**src/rtl/proc_pkg.sv**
```systemverilog
`default_nettype none
// ============================================================================
//  Module   : proc_pkg
//  Brief    : Shared opcode, PC-command and control-state encodings used by
//             pc_control, return_stack and pc_counter.
//  Revision : 1.0
// ============================================================================
package proc_pkg;

   // Control opcodes of the instruction at the current PC (111 is reserved, acts as NOP)
   localparam logic [2:0] OP_NOP  = 3'b000;
   localparam logic [2:0] OP_JMP  = 3'b001;
   localparam logic [2:0] OP_BZ   = 3'b010;
   localparam logic [2:0] OP_BNZ  = 3'b011;
   localparam logic [2:0] OP_CALL = 3'b100;
   localparam logic [2:0] OP_RET  = 3'b101;
   localparam logic [2:0] OP_HALT = 3'b110;

   // PC update commands understood by pc_counter (10 is never produced)
   localparam logic [1:0] PC_INC  = 2'b00;
   localparam logic [1:0] PC_LOAD = 2'b01;
   localparam logic [1:0] PC_HOLD = 2'b11;

   // Control state encoding
   localparam logic [1:0] ST_RUN   = 2'b00;
   localparam logic [1:0] ST_HALT  = 2'b01;
   localparam logic [1:0] ST_FAULT = 2'b10;

endpackage : proc_pkg
`default_nettype wire

```
**src/rtl/return_stack.sv**
```systemverilog
`default_nettype none
// ============================================================================
//  Module   : return_stack
//  Brief    : Register-file LIFO holding CALL return addresses. Writes are
//             synchronous; the top entry is read combinationally. Only the
//             occupancy counter is reset, entry contents are don't-care.
//  Revision : 1.0
// ============================================================================
module return_stack #(
   parameter int DEPTH = 8,
   parameter int AW    = 10
) (
   input  logic                     clock,
   input  logic                     reset_n,
   input  logic                     push,
   input  logic                     pop,
   input  logic [AW-1:0]            push_data,
   output logic [AW-1:0]            top,
   output logic [$clog2(DEPTH):0]   sp,
   output logic                     full,
   output logic                     empty
);

   localparam int IW  = $clog2(DEPTH);
   localparam int SPW = IW + 1;

   logic [AW-1:0]  mem_q [DEPTH];
   logic [SPW-1:0] sp_q;
   logic [SPW-1:0] sp_d;

   assign full  = (sp_q == SPW'(DEPTH));
   assign empty = (sp_q == '0);
   assign sp    = sp_q;
   // With sp = 0 this reads the last slot; callers never use top when empty.
   assign top   = mem_q[sp_q[IW-1:0] - IW'(1)];

   // Occupancy next-state: guarded push/pop, a simultaneous request is ignored
   always_comb begin
      sp_d = sp_q;
      if (push && !pop && !full) begin
         sp_d = sp_q + SPW'(1);
      end else if (pop && !push && !empty) begin
         sp_d = sp_q - SPW'(1);
      end
   end

   // Occupancy register, asynchronously cleared
   always_ff @(posedge clock or negedge reset_n) begin
      if (!reset_n) begin
         sp_q <= '0;
      end else begin
         sp_q <= sp_d;
      end
   end

   // Entry storage: write the slot just above the current top on push
   always_ff @(posedge clock) begin
      if (push && !pop && !full) begin
         mem_q[sp_q[IW-1:0]] <= push_data;
      end
   end

endmodule : return_stack
`default_nettype wire

```
**src/rtl/pc_control.sv**
```systemverilog
`default_nettype none
// ============================================================================
//  Module   : pc_control
//  Brief    : Next-PC control unit. Decodes the control opcode of the current
//             instruction into a PC command/target for pc_counter, manages a
//             hardware return-address stack and a RUN/HALT/FAULT state machine.
//  Revision : 1.0
// ============================================================================
module pc_control #(
   parameter int DEPTH = 8,
   parameter int AW    = 10
) (
   input  logic                     clock,
   input  logic                     reset_n,
   input  logic [2:0]               op,
   input  logic [AW-1:0]            target,
   input  logic                     zero,
   input  logic [AW-1:0]            add_inst,
   input  logic                     stall,
   input  logic                     resume,
   output logic [1:0]               flag,
   output logic [AW-1:0]            new_add_inst,
   output logic                     halted,
   output logic                     fault,
   output logic [$clog2(DEPTH):0]   sp
);

   import proc_pkg::*;

   logic [1:0]    state_q;
   logic [1:0]    state_d;
   logic          push;
   logic          pop;
   logic [AW-1:0] stk_top;
   logic          stk_full;
   logic          stk_empty;

   return_stack #(
      .DEPTH (DEPTH),
      .AW    (AW)
   ) u_stack (
      .clock     (clock),
      .reset_n   (reset_n),
      .push      (push),
      .pop       (pop),
      .push_data (add_inst + AW'(1)),
      .top       (stk_top),
      .sp        (sp),
      .full      (stk_full),
      .empty     (stk_empty)
   );

   assign halted = (state_q == ST_HALT);
   assign fault  = (state_q == ST_FAULT);

   // Opcode decode, next-PC mux, stack requests and next state
   always_comb begin
      flag         = PC_HOLD;
      new_add_inst = '0;
      state_d      = state_q;
      push         = 1'b0;
      pop          = 1'b0;
      case (state_q)
         ST_RUN: begin
            if (!stall) begin
               case (op)
                  OP_JMP: begin
                     flag         = PC_LOAD;
                     new_add_inst = target;
                  end
                  OP_BZ: begin
                     flag         = zero ? PC_LOAD : PC_INC;
                     new_add_inst = zero ? target : '0;
                  end
                  OP_BNZ: begin
                     flag         = zero ? PC_INC : PC_LOAD;
                     new_add_inst = zero ? '0 : target;
                  end
                  OP_CALL: begin
                     if (stk_full) begin
                        state_d = ST_FAULT;
                     end else begin
                        flag         = PC_LOAD;
                        new_add_inst = target;
                        push         = 1'b1;
                     end
                  end
                  OP_RET: begin
                     if (stk_empty) begin
                        state_d = ST_FAULT;
                     end else begin
                        flag         = PC_LOAD;
                        new_add_inst = stk_top;
                        pop          = 1'b1;
                     end
                  end
                  OP_HALT: begin
                     state_d = ST_HALT;
                  end
                  default: begin
                     flag = PC_INC;
                  end
               endcase
            end
         end
         ST_HALT: begin
            // Resume steps past the HALT instruction itself
            if (resume) begin
               flag    = PC_INC;
               state_d = ST_RUN;
            end
         end
         default: begin
            // FAULT is sticky: hold the PC until reset
            state_d = ST_FAULT;
         end
      endcase
      // While reset is asserted the PC must hold regardless of decode
      if (!reset_n) begin
         flag         = PC_HOLD;
         new_add_inst = '0;
      end
   end

   // Control state register
   always_ff @(posedge clock or negedge reset_n) begin
      if (!reset_n) begin
         state_q <= ST_RUN;
      end else begin
         state_q <= state_d;
      end
   end

endmodule : pc_control
`default_nettype wire

```
**config.mk**
```make
export PLATFORM = sky130hd
export DESIGN_NAME = pc_control
export DESIGN_NICKNAME = d
export VERILOG_FILES = /design/src/rtl/proc_pkg.sv /design/src/rtl/return_stack.sv /design/src/rtl/pc_control.sv
export SDC_FILE = /design/constraint.sdc
export NUM_CORES = 1
export LEC_CHECK = 0
export CAP_MARGIN = 0
export CORE_MARGIN = 2
export CORE_UTILIZATION = 30
export CTS_CLUSTER_SIZE = 25
export DETAILED_ROUTE_END_ITERATION = 6
export HOLD_SLACK_MARGIN = 0.08
export SLEW_MARGIN = 30
export SYNTH_ARGS = -nofsm -noshare
export SYNTH_HDL_FRONTEND = slang
export SYNTH_SLANG_ARGS = --single-unit
```
**constraint.sdc**
```tcl
create_clock -name clock -period 8.4 [get_ports clock]
set_input_delay 1.26 -clock clock [delete_from_list [all_inputs] [get_ports clock]]
set_output_delay 1.26 -clock clock [all_outputs]
set_load 0.01 [all_outputs]
```
Word level (Yosys, flattened, before mapping). Memories as Yosys holds them, arrays and structs flattened. Index checks and enable logic that the tools add are counted.

Output and inout bits: 18. ROM bits: 0. Latch bits: 0. Logic and storage cells: 68. Bits of input ports: 28. RAM bits: 80. Memories: 1. Bits in registers: 6.

Memories: u_stack.mem_q (words 8, width 10, rd ports 1, clocked after Yosys merged registers in 0, write ports 1, RTL line return_stack.sv:27) `logic [AW-1:0] mem_q [DEPTH];`.

Order comparisons: 0. Multiply operators: 0. Shift-type cells: 0. Reductions and logical operators: 12. Div/mod/pow operators: 0. Bitwise gates (word level): 0. Mux-type cells: 35. Add/subtract/negate cells: 4. Equality and inequality tests: 14.

Operators with widths (number): $mux 10 (7); $pmux 10 s5 (1); $mux 2 (9); $mux 1 (12); $pmux 2 s6 (1); $add 10x1->10 const B (1); $eq 3x3->1 const B (3); $mux 4 (2); $pmux 2 s2 (2); $eq 3x2->1 const B (2); $ne 3x2->1 const B (2); $pmux 2 s3 (1); $reduce_and 5->1 (1); $add 4x1->4 const B (1); $eq 4x4->1 const B (1); $logic_and 1x1->1 (4); $logic_not 1->1 (4); $logic_not 4->1 (1); $ne 2x2->1 const B (2); $ne 4x1->1 const B (1); $sub 4x1->4 const B (1); $eq 3x1->1 const B (1); $sub 3x1->3 const B (1); $eq 2x1->1 const B (1); 3 further kinds (3).

Longest topological paths before layout. Gate-level depths: netlist of run 1.

Depth after elaboration: 10. Gate-level depth with buffers: 13. Gate-level depth less buffers: 11.

Hierarchy. From an unflattened synthesis of run 1, not the netlist that was laid out.

Cell total of the unflattened synthesis: 256. Area total of the unflattened synthesis: 4106.4 µm².

Modules (own cells, without submodules): return_stack (instances 1, seq. area each 2502.4 µm², area an instance 3437.0 µm², cells an instance 166); pc_control (instances 1, seq. area each 50.0 µm², area an instance 669.4 µm², cells an instance 90).

Least setup slack after synthesis of run 1. OpenSTA, ideal clock, no wires.

Path type: input-to-output. Start: in op[0]. End: out new_add_inst[8]. Data required time: 7.140 ns. Buffers on the path: 1. Data arrival time: 2.374 ns. Stages: 5. Setup slack: 4.766 ns. Path through: buf_2 > nand3b_1 > a21oi_1 > a22oi_1 > a21oi_1.

Word-level cells in the longest chain between the ends: 5. Elaborated cells on any way between the ends: 9. Classes of those cells: eq/ne: 5; mux: 4.

RTL lines: start: declaration (RTL line pc_control.sv:15) `input logic [2:0] op,`; $eq 3x3->1, or another cell as far along (RTL line pc_control.sv:66) `case (op)`; $pmux 10 s5 (*) (RTL line pc_control.sv:66); $mux 10 (*) (RTL line pc_control.sv:65) `if (!stall) begin`; $mux 10 (*) (RTL line pc_control.sv:63) `case (state_q)`; $mux 10 (*) (RTL line pc_control.sv:119) `if (!reset_n) begin`; end: declaration (RTL line pc_control.sv:22) `output logic [AW-1:0] new_add_inst,`.

Every way passes the cells marked *; elsewhere a longest branch is shown, timed or not.

Worst setup path after layout of run 1.
Start: in op[2]. End: out new_add_inst[0].

The elaborated chain is that of the path after synthesis.

==> results of run 1 <==
cell usage in the layout, fill, tap and decap left out, types with 4 or more instances in the layout:
cell type	n
edfxtp_1	80
dfrtp_1	6
mux4_1	5
o21ai_0	4
xnor2_1	10
nor2_1	12
nand3_1	11
nand2_1	11
clkbuf_16	9
mux4_2	15
buf_4	5
inv_1	5
nor2_2	4
nor2b_1	4
a21oi_1	4
a222oi_1	9
clkdlybuf4s50_1	45
ha_1	5
state kept, by name (all words and copies together) (netlist names):
signal and flops:
u_stack.mem_q 80, u_stack.sp 4, state_q 2
metal layers:
| metal | track usage, % | share of wire (%) | vias to the layer above |
|---|---|---|---|
| met4 | 4.31 | 1.5 | 0 |
| met1 | 16.7 | 45 | 1095 |
| met5 | 0 | 0 | - |
| li1 | - | - | 1023 |
| met3 | 3.09 | 6.2 | 10 |
| met2 | 20.3 | 47 | 77 |
stage by stage:
| step | util [%] | instance area [um2] | hold slack (ns) | power [mW] | std cells |
|---|---|---|---|---|---|
| 6_report | 38.2 | 4800 | 0.584 | 1.26 | 455 |
| 5_1_grt | 38.2 | 4800 | 0.628 | 1.33 | 455 |
| 3_5_place_dp | 35.8 | 4510 | 0.574 | 0.899 | 439 |
| 4_1_cts | 38.2 | 4800 | 0.588 | 1.28 | 455 |
| 2_1_floorplan | - | 3850 | 0.529 | 0.800 | 225 |
| 3_3_place_gp | 35.7 | 4490 | 0.562 | 0.890 | 439 |
report_power, final:
group	switching, mW	leakage [nW]	total (mW)	internal [mW]
Sequential	0.0236	0.792	0.509	0.485
Clock	0.153	0.136	0.384	0.231
Combinational	0.174	0.613	0.370	0.196
Total	0.351	1.54	1.26	0.912
cell type report:
class	count	area, um2
Clock buffer	11	233
Clock inverter	5	58.8
Fill cell	1170	7770
Inverter	5	18.8
Multi-Input combinational cell	126	1230
Sequential cell	86	2550
Tap cell	172	215
Timing Repair Buffer	50	488
worst max-delay path, stage by stage:
cell	delay [ns]
clkdlybuf4s50_1	0.72
nand3b_1	0.23
nor3b_2	0.76
a222oi_1	0.19
nor2_1	0.21
clkdlybuf4s50_1	0.58
cells in the mapped netlist, types with 2 or more instances:
| library cell | n | area (um2) |
|---|---|---|
| edfxtp_1 | 80 | 2400 |
| nor2_1 | 16 | 60.1 |
| mux4_2 | 15 | 338 |
| nand2_1 | 11 | 41.3 |
| nand3_1 | 11 | 55.1 |
| xnor2_1 | 10 | 87.6 |
| a222oi_1 | 9 | 90.1 |
| dfrtp_1 | 6 | 150 |
| a21oi_1 | 5 | 25.0 |
| ha_1 | 5 | 62.6 |
| inv_1 | 5 | 18.8 |
| mux4_1 | 5 | 131 |
| nor2b_1 | 4 | 25.0 |
| o21ai_0 | 4 | 20.0 |
| and3_1 | 3 | 18.8 |
| buf_2 | 3 | 15.0 |
| nand2b_1 | 3 | 18.8 |
| xor2_1 | 3 | 26.3 |
| a211oi_1 | 2 | 15.0 |
| clkbuf_1 | 2 | 7.51 |
| mux2_2 | 2 | 22.5 |
| nand3b_1 | 2 | 15.0 |
| nor3_1 | 2 | 10.0 |
path summary, 6_finish.rpt:
kind | from | to | cells after the start
setup / recovery | op[2] | new_add_inst[0] | 6
hold / removal | state_q[1]$_DFFE_PN0P_ | state_q[0]$_DFFE_PN0P_ | 1
setup reg to reg | u_stack.sp[0]$_DFFE_PN0P_ | u_stack.sp[3]$_DFFE_PN0P_ | 12
hold reg to reg | state_q[1]$_DFFE_PN0P_ | state_q[0]$_DFFE_PN0P_ | 1
max in group asynchronous | reset_n | u_stack.sp[1]$_DFFE_PN0P_ | 1
min in group asynchronous | reset_n | u_stack.sp[0]$_DFFE_PN0P_ | 1
cells by family after synthesis:
family	count (synthesis)	share of synthesized area [%]
and+or+nand+nor	58	8.12
muxes	22	12.8
xor gates and xnor gates	13	2.96
buffers and inverters	13	2.08
adders and majority gates	6	2.14
DFF	86	66.3
AOI/OAI and AO/OA	27	5.62
==> impl_metrics.ini, run 1 <==
[detailed_routing]
vias_per_cell = 4.85
average_wire_per_cell_in_the_routed_design_um = 17.8
route.detailed.drc = 0
drt_pass1_iterations = 5
vias = 2205
totalWireLength_um = 8110
route.antenna.remaining_nets = 0
drt_iter0_markers = 187

[layout]
drive_gt1_share_pct = 16.3
flow.area_growth_from_synthesis_pct = 24.6
layout.nets = 312
antennaDiodeCount = 0

[logic_synthesis]
ys_dominant_reg_cell = edfxtp_1
post_synth_num_cell_types = 40
async_flop_share_pct = 6.98
synthesis.nets = 259
synth-edff-count = 80
avgSynthCellArea_um2 = 17.1
netlist_area_um2 = 3850
synth_seq_cells = 86
post_synth_inst_count = 225
synth.yosys.seq_area_share_pct = 66.3
yosys_warnings = 0

[pwr]
p_leak_nw = 1.54
power_per_cell_area_nw_per_um2 = 263
ir_worst_vdd_mv = 0.133

[clock_network]
ctsRootBufferMaster = clkbuf_16
cts_setup_buffers = 0
max-clock-path-buffers = 2
cts_tree = done
cts.sinks = 86
clock_pin_slew_on_the_worst_setup_and_hold_paths_ns = 0.06
cts-htree-levels = 3
hold_buffers = 0
post_cts_resized = 0
number_of_clock_buffers_inserted_by_tritoncts = 9
clkLatencyLatePin_ns = 0.33

[global_route]
initial_antenna_violation_count = 0
grt_overflow_total = 0
grtUsageTotal_pct = 12.6
grt_max_degree = 27
number_of_global_route_vias_before_repair = 2280
grt_pass1_wl_um = 12500

[timing]
finalSetupViolCount = 0
post-route-worst-setup-slack_ns = 3.19
report.final.slew_viol_count = 0
finalSetupTns_ns = 0
final.min_clock_period_ns = 5.21
timing.fmax_mhz = 192
grt_setup_unrepaired = no
final.period_utilization_pct = 62.0
timing_worst_slew_pin_value_ns = 0.930
finalHoldViolations = 0
timing.slew.headroom_pct = 38.0
final.setup_skew_ns = 0.00665

[worst_hold_path]
timing.hold.worst.class = flop to flop

[setup_path]
cp_data_arrival_time_ns = 3.95
worstPathRequired_ns = 7.14
r2r_setup_slack_ns = 5.59
critical_path.max_fanout = 11
worstSetupStartpointType = input port
crit_path_end_kind = output pin
timing_worst_setup_path_type = input port to output pin

[placed_design]
place.port_buffers = 45
hpwlAfterDp_um = 5320
place_worst_setup_slack_ns = 3.19
gp_congestion = 0.718

[floorplanning]
initial_core_utilization_pct = 30.6
die_width_um = 117
top_ports = 46
design.die.area_um2 = 13800
fp-row-count = 41
core_area_um2 = 12600
fp.dieH_um = 117

[job]
maxCapViolCount = 0

[outcome]
run_status = finished clean
Power figures use the tool's default switching activity.
==> run 2: changes to the inputs <==
- clock period: 8.4 -> 4.8 ns (I/O delays scaled with it)
==> run 2 against run 1 <==
Hold slack worse by 0.0015 ns. Flip-flop and latch count unchanged. Clock power is 79% higher. Critical endpoint unchanged. Final area increased by 1.1%. Highest routed layer unchanged. Power up 78%. Global-route usage increased by 0.32 points. Via count rose by 2.3%. First-iteration DRC count fell by 11%. Sequential power grew 75%.
==> impl_metrics.ini, run 2 (same netlist as run 1, synthesis figures left out) <==
[detailed_routing]
totalWireLength_um = 8390
drt_pass1_iterations = 4
drt_iter0_markers = 167
route.antenna.remaining_nets = 0
average_wire_per_cell_in_the_routed_design_um = 18.2
vias = 2256
route.detailed.drc = 0
vias_per_cell = 4.88

[setup_path]
worstPathRequired_ns = 4.08
crit_path_end_kind = output pin
critical_path.max_fanout = 11
cp_data_arrival_time_ns = 3.19
worstSetupStartpointType = input port
timing_worst_setup_path_type = input port to output pin

[placed_design]
place.port_buffers = 45
post-place-cells = 447
place_worst_setup_slack_ns = 0.888
hpwlAfterDp_um = 5700
gp_congestion = 0.768

[timing]
report.final.slew_viol_count = 0
final.period_utilization_pct = 81.4
finalHoldViolations = 0
timing_worst_slew_pin_value_ns = 0.756
final.min_clock_period_ns = 3.91
fin_hold_ws_ns = 0.582
timing.slew.headroom_pct = 49.2
grt_setup_unrepaired = no
timing.fmax_mhz = 256
post-route-worst-setup-slack_ns = 0.892
finalSetupViolCount = 0
finalSetupTns_ns = 0
final.setup_skew_ns = 0.00357

[clock_network]
hold_buffers = 0
max-clock-path-buffers = 2
post_cts_resized = 0
ctsRootBufferMaster = clkbuf_16
cts-htree-levels = 3
cts.sinks = 86
number_of_clock_buffers_inserted_by_tritoncts = 9
cts_tree = done
clkLatencyLatePin_ns = 0.33
clock_pin_slew_on_the_worst_setup_and_hold_paths_ns = 0.06
cts_setup_buffers = 0

[layout]
largest_reg_flops = 80
final_common_cell = edfxtp_1
flow.area_growth_from_synthesis_pct = 25.9
filler_cell_count = 1175
layout.nets = 320
fin_cells = 462
drive_gt1_share_pct = 17.2
antennaDiodeCount = 0
mostFrequentLayoutCells = 80 x edfxtp_1, 45 x clkdlybuf4s50_1, 16 x nor2_1

[floorplanning]
top_ports = 46
fp-row-count = 41
initial_core_utilization_pct = 30.6
design.die.area_um2 = 13800
core_area_um2 = 12600
fp.dieH_um = 117
die_width_um = 117

[worst_hold_path]
timing.hold.worst.class = flop to flop

[pwr]
post-layout-total-power_mw = 2.24
power_per_cell_area_nw_per_um2 = 463
p_leak_nw = 1.59
ir_worst_vdd_mv = 0.202

[global_route]
initial_antenna_violation_count = 0
number_of_global_route_vias_before_repair = 2211
grt_pass1_wl_um = 12700
grtUsageTotal_pct = 12.9
grt_max_degree = 26
grt_overflow_total = 0

[job]
maxCapViolCount = 0

[outcome]
run_status = finished clean
## run 2: power by group
group          switching, mW  leakage (nW)  internal, mW  total, mW
clock                  0.285         0.139         0.405      0.689
combinational          0.312         0.656         0.350      0.663
sequential            0.0435         0.792         0.849      0.892
## run 2: routing by layer
layer / GRT usage [%] / vias to the layer above / part of all wire (%)
li1: - / 1035 / -
met1: 18.6 / 1146 / 48
met2: 19.5 / 68 / 46
met3: 3.04 / 7 / 5.4
met4: 4.00 / 0 / 1.1
met5: 0 / - / 0
## run 2: final timing paths
kind,endpoint,slack [ns],startpoint,cells past startpoint
setup / recovery,new_add_inst[0],0.89,op[2],7
hold / removal,state_q[0]$_DFFE_PN0P_,0.58,state_q[1]$_DFFE_PN0P_,1
hold reg to reg,state_q[0]$_DFFE_PN0P_,0.58,state_q[1]$_DFFE_PN0P_,1
setup reg to reg,u_stack.sp[3]$_DFFE_PN0P_,2.15,u_stack.sp[1]$_DFFE_PN0P_,11
min in group asynchronous,u_stack.sp[2]$_DFFE_PN0P_,0.65,reset_n,1
max in group asynchronous,state_q[1]$_DFFE_PN0P_,3.91,reset_n,1
## run 2: area by class of cell
| class | count | area, um2 | area share, % |
|---|---|---|---|
| clock inverter | 6 | 71.3 | 1.47 |
| tap | 172 | 215 | 4.44 |
| clock buffer | 9 | 225 | 4.65 |
| inverter | 5 | 18.8 | 0.387 |
| multi-input combinational | 126 | 1220 | 25.1 |
| sequential | 86 | 2550 | 52.6 |
| timing repair buffer | 58 | 548 | 11.3 |
## run 2: stage by stage
stage          instance area [um2]  utilization, %
5_1_grt                       4850            38.6
6_report                      4850            38.6
4_1_cts                       4850            38.6
3_5_place_dp                  4550            36.2
3_3_place_gp                  4550            36.2
2_1_floorplan                 3850               -
## run 2: worst max-delay path: stages
cell and delay, ns:
clkdlybuf4s50_1 0.72, ha_1 0.31, o21ai_0 0.08, nand3_1 0.32
buf_4 0.29, nor2_1 0.17, clkdlybuf4s50_1 0.57
==> run 3: changes to the inputs <==
- clock period: 4.8 -> 3.5 ns (I/O delays scaled with it)
==> run 3 against run 2 <==
Clock power is 45% higher. Critical endpoint is now new_add_inst[9]. Sequential share of layout area is 0.72 points lower. Final cell count is 1.3% higher. Critical path depth stayed put. Final area is 1.4% higher.
==> impl_metrics.ini, run 3 (same netlist as run 1, synthesis figures left out) <==
[outcome]
run_status = finished clean

[pwr]
power.share.clock_pct = 31.7
sw_frac_of_total_pct = 27.8
post-layout-total-power_mw = 3.17
power_per_cell_area_nw_per_um2 = 645
combPwrFrac_pct = 30.0
ir_worst_vdd_mv = 0.234
p_leak_nw = 1.63
power.switching_mw = 0.883
cellInternalPower_mw = 2.29
share_seq_of_total_power_pct = 38.3

[setup_path]
worstPathRequired_ns = 2.97
startpoint = op[2]
cp_data_arrival_time_ns = 2.77
worstReg2RegStart = u_stack.sp[0]$_DFFE_PN0P_
timing_worst_setup_path_type = input port to output pin
critical_path.max_fanout = 8
worstSetupStartpointType = input port
crit_path_end_kind = output pin

[layout]
drive_gt1_share_pct = 18.9
final_common_cell = edfxtp_1
postLayoutCellArea_um2 = 4920
largest_reg_flops = 80
layout.nets = 326
filler_cell_count = 1173
flow.area_growth_from_synthesis_pct = 27.7
antennaDiodeCount = 0
mostFrequentLayoutCells = 80 x edfxtp_1, 45 x clkdlybuf4s50_1, 19 x buf_4

[job]
maxCapViolCount = 0

[clock_network]
clkLatencyLatePin_ns = 0.33
clock_pin_slew_on_the_worst_setup_and_hold_paths_ns = 0.06
cts-htree-levels = 3
post_cts_resized = 0
ctsRootBufferMaster = clkbuf_16
cts.sinks = 86
max-clock-path-buffers = 2
hold_buffers = 0
cts_setup_buffers = 0
cts_tree = done
number_of_clock_buffers_inserted_by_tritoncts = 9

[timing]
timing_worst_slew_pin_value_ns = 0.743
finalHoldViolations = 0
final.setup_skew_ns = 0.00776
finalSetupTns_ns = 0
report.final.slew_viol_count = 0
grt_setup_unrepaired = no
final.period_utilization_pct = 94.1
finalSetupViolCount = 0
final.min_clock_period_ns = 3.29
timing.slew.headroom_pct = 50.1
timing.fmax_mhz = 304

[global_route]
number_of_global_route_vias_before_repair = 2337
grt_pass1_wl_um = 13200
grtUsageTotal_pct = 13.3
grt_max_degree = 21
initial_antenna_violation_count = 0
grt_overflow_total = 0

[detailed_routing]
vias_per_cell = 4.76
drt_pass1_iterations = 5
route.detailed.drc = 0
vias = 2226
route.antenna.remaining_nets = 0
drt_iter0_markers = 148
average_wire_per_cell_in_the_routed_design_um = 18.0
totalWireLength_um = 8420

[placed_design]
gp_congestion = 0.757
place.port_buffers = 45
hpwlAfterDp_um = 5690
postPlaceCellArea_um2 = 4600

[floorplanning]
core_area_um2 = 12600
top_ports = 46
initial_core_utilization_pct = 30.6
die_width_um = 117
design.die.area_um2 = 13800
fp-row-count = 41
fp.dieH_um = 117

[worst_hold_path]
timing.hold.worst.class = input port to async pin
run 3: cell types whose count changed in the layout (fill, tap and decap cells not counted):
cell        before  now
buf_4           13   19
bufinv_16        1    2
clkinvlp_4       2    1
run 3: routing by layer:
| metal | vias up | part of all wire [%] | track usage, % |
|---|---|---|---|
| li1 | 1052 | - | - |
| met1 | 1100 | 45 | 18.2 |
| met2 | 69 | 48 | 21.2 |
| met3 | 5 | 6.4 | 3.40 |
| met4 | 0 | 0.57 | 3.53 |
| met5 | - | 0 | 0 |
run 3: final cells by class:
type	instances	area [um2]	area share, %
clock buffer	9	225	4.58
clock inverter	6	93.8	1.91
inverter	5	18.8	0.382
multi-input combinational	126	1220	24.8
sequential	86	2550	51.9
tap	172	215	4.38
timing repair buffer	64	593	12.1
run 3: final timing paths:
check,cells after the start,endpoint,slack [ns]
worst max-delay path,7,new_add_inst[9],0.21
worst min register to register,1,state_q[0]$_DFFE_PN0P_,0.58
worst min-delay path,1,u_stack.sp[0]$_DFFE_PN0P_,0.45
min in group clock,1,state_q[0]$_DFFE_PN0P_,0.58
worst max register to register,11,u_stack.sp[3]$_DFFE_PN0P_,1.07
max in group asynchronous,1,u_stack.sp[3]$_DFFE_PN0P_,2.82
run 3: power groups by stage:
stage	clock network [mW]	logic (mW)	registers, mW
2_1_floorplan	0	0.682	1.24
3_3_place_gp	0	0.956	1.24
3_5_place_dp	0	0.964	1.24
4_1_cts	1.02	0.972	1.21
5_1_grt	1.06	1.05	1.22
6_report	1.00	0.951	1.22
run 3: stage by stage:
| stage | setup WS, ns | hold slack [ns] | utilization (%) | std cells |
|---|---|---|---|---|
| 3_3_place_gp | 0.274 | 0.560 | 36.6 | 453 |
| 2_1_floorplan | 0.695 | 0.229 | - | 225 |
| 4_1_cts | 0.198 | 0.451 | 39.1 | 468 |
| 5_1_grt | 0.0624 | 0.473 | 39.1 | 468 |
| 3_5_place_dp | 0.247 | 0.577 | 36.6 | 453 |
| 6_report | 0.207 | 0.448 | 39.1 | 468 |
run 3: critical path: stages:
cell             delay (ns)
clkdlybuf4s50_1        0.67
nand3b_1               0.22
nor3b_2                0.26
buf_4                  0.21
a222oi_1               0.10
nor2_1                 0.20
clkdlybuf4s50_1        0.58
